[src/rtl/mem_port_arbiter.sv]
// rtl/mem_port_arbiter.sv - shares one single-port memory between fetch and load/store ports
// Optional round-robin tie-breaking is enabled by defining MEM_ARB_RR_EN.
module mem_port_arbiter #(
    parameter int ADDR_W      = 32,
    parameter int DATA_W      = 32,
    parameter int MEM_LATENCY = 2
) (
    input  logic                i_clk,
    input  logic                i_rst,
    input  logic                i_if_req,
    input  logic [ADDR_W-1:0]   i_if_addr,
    output logic                o_if_gnt,
    output logic                o_if_rvalid,
    output logic [DATA_W-1:0]   o_if_rdata,
    input  logic                i_dm_req,
    input  logic                i_dm_we,
    input  logic [ADDR_W-1:0]   i_dm_addr,
    input  logic [DATA_W-1:0]   i_dm_wdata,
    input  logic [DATA_W/8-1:0] i_dm_be,
    output logic                o_dm_gnt,
    output logic                o_dm_rvalid,
    output logic [DATA_W-1:0]   o_dm_rdata,
    output logic                o_mem_en,
    output logic                o_mem_we,
    output logic [ADDR_W-1:0]   o_mem_addr,
    output logic [DATA_W-1:0]   o_mem_wdata,
    output logic [DATA_W/8-1:0] o_mem_be,
    input  logic [DATA_W-1:0]   i_mem_rdata,
    output logic                o_busy
);

    localparam int BE_W = DATA_W / 8;
    localparam logic [3:0] LAT_M1 = 4'(MEM_LATENCY - 1);

    typedef enum logic {IDLE, WAIT} state_t;

    state_t     state;
    logic [3:0] cnt;
    logic       owner_dm;
    logic       pick_dm;
    logic       can_grant;
    logic       rd_done;

`ifdef MEM_ARB_RR_EN
    // 1 when the data port won the most recent grant; reset means fetch went last
    logic       last_dm;
`endif

    always_comb begin
        pick_dm = i_dm_req;
`ifdef MEM_ARB_RR_EN
        if (i_dm_req && i_if_req)
            pick_dm = !last_dm;
`endif
        can_grant = (state == IDLE) && !i_rst;
        o_dm_gnt  = can_grant && i_dm_req && pick_dm;
        o_if_gnt  = can_grant && i_if_req && !pick_dm;

        o_mem_en    = o_dm_gnt || o_if_gnt;
        o_mem_we    = 1'b0;
        o_mem_addr  = '0;
        o_mem_wdata = '0;
        o_mem_be    = '0;
        if (o_dm_gnt) begin
            o_mem_we    = i_dm_we;
            o_mem_addr  = i_dm_addr;
            o_mem_wdata = i_dm_wdata;
            o_mem_be    = i_dm_be;
        end else if (o_if_gnt) begin
            o_mem_addr  = i_if_addr;
            o_mem_be    = {BE_W{1'b1}};
        end

        // Read data is valid in the cycle the countdown sits at zero
        rd_done     = (state == WAIT) && (cnt == 4'd0) && !i_rst;
        o_dm_rvalid = rd_done && owner_dm;
        o_if_rvalid = rd_done && !owner_dm;
        o_dm_rdata  = o_dm_rvalid ? i_mem_rdata : '0;
        o_if_rdata  = o_if_rvalid ? i_mem_rdata : '0;
        o_busy      = (state == WAIT) && !i_rst;
    end

    always_ff @(posedge i_clk) begin
        if (i_rst) begin
            state    <= IDLE;
            cnt      <= 4'd0;
            owner_dm <= 1'b0;
`ifdef MEM_ARB_RR_EN
            last_dm  <= 1'b0;
`endif
        end else begin
            case (state)
                IDLE: begin
                    if (o_dm_gnt && !i_dm_we) begin
                        state    <= WAIT;
                        cnt      <= LAT_M1;
                        owner_dm <= 1'b1;
                    end else if (o_if_gnt) begin
                        state    <= WAIT;
                        cnt      <= LAT_M1;
                        owner_dm <= 1'b0;
                    end
`ifdef MEM_ARB_RR_EN
                    if (o_dm_gnt || o_if_gnt)
                        last_dm <= o_dm_gnt;
`endif
                end
                WAIT: begin
                    if (cnt == 4'd0)
                        state <= IDLE;
                    else
                        cnt <= cnt - 4'd1;
                end
                default: state <= IDLE;
            endcase
        end
    end

endmodule

[config.mk]
export PLATFORM = sky130hd
export DESIGN_NAME = mem_port_arbiter
export DESIGN_NICKNAME = d
export VERILOG_FILES = /design/src/rtl/mem_port_arbiter.sv
export SDC_FILE = /design/constraint.sdc
export NUM_CORES = 1
export LEC_CHECK = 0
export CORE_AREA = 3 3 107 109
export CTS_BUF_LIST = sky130_fd_sc_hd__clkbuf_4 sky130_fd_sc_hd__clkbuf_8 sky130_fd_sc_hd__clkbuf_16
export CTS_CLUSTER_DIAMETER = 30
export DETAILED_ROUTE_END_ITERATION = 10
export DIE_AREA = 0 0 110 112
export GPL_TIMING_DRIVEN = 0
export PLACE_DENSITY_LB_ADDON = 0.3
export SYNTH_ARGS = -nofsm -noshare
export SYNTH_HDL_FRONTEND = slang
export SYNTH_SLANG_ARGS = --single-unit
[constraint.sdc]
create_clock -name i_clk -period 2.3 [get_ports i_clk]
set_clock_uncertainty 0.15 [all_clocks]
set_input_delay 0.46 -clock i_clk [delete_from_list [all_inputs] [get_ports i_clk]]
set_output_delay 0.46 -clock i_clk [all_outputs]
set_load 0.02 [all_outputs]
==> summary.txt, run 1 <==
Outcome
  – Status: finished, violations left
  – Failing checks: setup timing

Clock tree
  – Max H-tree Level: 1
  – Num CTS Buffers: 3
  – Clock root buffer: clkbuf_8
  – Clk sink count: 6
  – Clock latency on the worst-skew pair: 0.22 ns
  – Hold buffers post-CTS: 0
  – Clock buffer depth: 2
  – Clk slew on worst S/H paths: 0.03 ns
  – TritonCTS clock tree: done

Hold path
  – Hold crit path type: flop to flop

Critical path
  – Crit. End Element: output port
  – Reg2Reg Launch Point: cnt[2]
  – Critical Path Sink: o_dm_rdata[3]
  – Worst endpoint data arrival time: 1.74 ns
  – Element type at the critical path start: flop
  – Crit-path max FO: 6
  – Worst Reg-to-Reg Cells: 3
  – Worst Setup SP: cnt[0]
  – CP Class: flop to output port
  – R2r endpoint: cnt[3]
  – Req. time, crit path: 1.69 ns
  – R2r setup slk: 0.66 ns

Timing
  – Max-slew violations: 0
  – Final Cycle Share: 1.020
  – Max Clock Freq: 426.1 MHz
  – Finish-stage setup viols: 30
  – Slew margin rel.: 0.7632
  – TNS Setup: -0.7030 ns
  – PnR worst setup slack: -0.04690 ns
  – Final Hold Viols: 0
  – RSZ-0062 raised after global routing: yes
  – Tmin final: 2.347 ns
  – Slew @ Worst Pin: 0.3547 ns

Final layout
  – Post-route design area: 4684 um^2
  – Total Nets Final: 635
  – Non-Filler Instances: 635
  – Fill cells: 1119
  – Area grow syn2layout: 234.3%
  – Sequential standard cell area: 122.6 um^2
  – Share of cells above drive strength 1: 0.4646
  – Diode count: 0
  – Area of the multi-input gates: 1338 um^2

Floorplanning
  – Ports: 276
  – Die width: 110 um
  – Die Span Y: 112 um
  – Initial Utilization: 0.1310
  – Core Footprint: 10700 um^2
  – Std-Cell Rows: 38
  – Die area: 12320 um^2

Synthesis
  – Synthesized flop and latch total: 6
  – Seq/Total Area, Yosys: 0.08571
  – Synth Cell Area: 1401 um^2
  – Yosys top cell area share: 0.2946
  – Synth cell types: 31
  – Area contributors post-synth: and2_1 (29%), a22o_1 (20%), and3_1 (15%)
  – Mapped Nets: 339
  – Ys Warns: 0
  – Synthesized instance count: 201
  – Area leader, netlist: and2_1
  – Avg Inst Size Synth: 6.972 um^2

Global routing
  – Global Route Usage Sum: 0.1482
  – Antenna violations before repair: 0
  – Vias in the first global route: 2666
  – Pin count of the biggest net entering global routing: 11
  – GRT overflow: 0
  – First-pass GRT wire length: 14.49 mm

Detailed routing
  – DR iter-0 viols: 103
  – Post-route ant nets: 0
  – Routed WL: 10.42 mm
  – DR WL/cell: 16.40 um
  – Residual DRC: 0
  – First drt pass iteration count: 6
  – Via Count: 2709
  – Drt via density: 4.266

Flow run
  – Max-cap violations: 0

Pwr
  – Peak VDD IR: 116.8 uV
  – Leakage: 2.325 nW
  – Power per cell area: 211.3 nW/um^2

Place
  – Placed cell count: 616
  – Gp weighted congestion: 0.8878
  – HPWL Detailed: 8.260 mm
  – Placed inst area: 4329 um^2
  – IO Port Bufs: 275
through the flow:
step | hold WS, ns | total power [W] | worst slack, ns | utilization
final | 0.3542 | 0.0009901 | -0.04690 | 0.4379
after global routing | 0.3848 | 0.001053 | -0.1464 | 0.4379
after floorplan | 0.3293 | 0.0003731 | 0.1042 | -
after detailed placement | 0.3517 | 0.0008183 | -1.309 | 0.4047
after global placement | 0.3474 | 0.0008126 | -1.288 | 0.4047
after CTS | 0.3583 | 0.0009641 | -0.009365 | 0.4089
placed cells by master (no fill, tap or decap), drive strengths merged, types with 2 or more instances in the layout:
master and n:
a22o 32, a31oi 3, nand3 2, dfxtp 6, clkdlybuf4s15 14, o311ai 2
clkbuf 29, and2 66, buf 127, a21oi 4, o21ai 2, dlygate4sd2 12
clkdlybuf4s50 133, or4 2, nor2 3, and3 33, inv 9, nor3b 2
Yosys cell counts (all sizes together):
library cell / count
nor2: 3
nand4b: 1
a22o: 32
a21oi: 4
a31oi: 3
nor4: 1
a41o: 1
a32o: 1
nand3b: 1
o311ai: 2
nand2: 1
nor3b: 2
nor3: 1
ha: 1
and2: 66
or3b: 1
nand4bb: 1
a21o: 1
clkbuf: 14
and3: 33
inv: 9
or4: 2
or3: 1
nand3: 2
buf: 8
nor4b: 1
o21ai: 2
dfxtp: 6
final cells by class:
cell class,instances,share of cell area
Timing Repair Buffer,291,0.5855
Inverter,9,0.007212
Clock buffer,3,0.008814
Tap cell,140,0.03739
Buffer,22,0.04941
Multi-Input combinational cell,164,0.2855
Sequential cell,6,0.02618
sequential cells by signal, indices dropped and copies added, names as in the netlist:
signal	count
cnt	4
owner_dm	1
state	1
layer usage:
| metal | part of all wire | global-route usage | vias up |
|---|---|---|---|
| met3 | 0.099 | 0.03710 | 17 |
| met5 | 0 | 0 | - |
| li1 | - | - | 1314 |
| met4 | 0.015 | 0.02244 | 0 |
| met2 | 0.54 | 0.2836 | 119 |
| met1 | 0.34 | 0.1634 | 1259 |
logic make-up (layout without fill, tap and decap cells):
group | Yosys count | after routing | share of synthesized area
simple gates | 117 | 117 | 0.5464
compound gates | 46 | 46 | 0.2670
buf+inv | 31 | 325 | 0.09196
flops | 6 | 6 | 0.08572
fa+ha+maj | 1 | 1 | 0.008927
where the power goes:
group	switching, W	internal [W]
Clock	0.0000446	0.000112
Combinational	0.000305	0.000413
Sequential	0.00000458	0.000111
worst max-delay path, stage by stage (launching register included):
cell,delay (ns)
dfxtp_2,0.31
inv_2,0.07
ha_4,0.16
nand4bb_4,0.15
nor3b_4,0.27
buf_6,0.18
buf_8,0.12
and2_1,0.14
buf_6,0.12
worst min-delay path by stage:
| stage | startpoint | cells after the start | slack (ns) | endpoint |
|---|---|---|---|---|
| 2_1_floorplan | cnt[1] | 1 | 0.33 | cnt[1] |
| 3_3_place_gp | cnt[0] | 2 | 0.35 | cnt[0] |
| 3_5_place_dp | cnt[0] | 2 | 0.35 | cnt[0] |
| 4_1_cts | cnt[1] | 1 | 0.36 | cnt[1] |
| 5_1_grt | cnt[1] | 1 | 0.38 | cnt[1] |
| 6_report | cnt[1] | 1 | 0.35 | cnt[1] |
repair_timing:
| action | in CTS | in global routing |
|---|---|---|
| pin swaps | 7 | 40 |
| setup endpoints to repair | 139 | 129 |
| cloned | 2 | 3 |
| resized for setup | 569 | 174 |
| buffers inserted | 8 | 3 |
| endpoints found under the hold margin | 0 | 0 |
Note: power is estimated with default switching activity, not from simulation.
==> inputs of run 2 (changes only) <==
--- a/config.mk
+++ b/config.mk
@@ -8,6 +8,7 @@
 export CORE_AREA = 3 3 107 109
 export CTS_BUF_LIST = sky130_fd_sc_hd__clkbuf_4 sky130_fd_sc_hd__clkbuf_8 sky130_fd_sc_hd__clkbuf_16
 export CTS_CLUSTER_DIAMETER = 30
+export CTS_CLUSTER_SIZE = 40
 export DETAILED_ROUTE_END_ITERATION = 10
 export DIE_AREA = 0 0 110 112
 export GPL_TIMING_DRIVEN = 0
==> results of run 2 <==
Same layout as run 1: the final DEF is identical, and so are final timing and power.
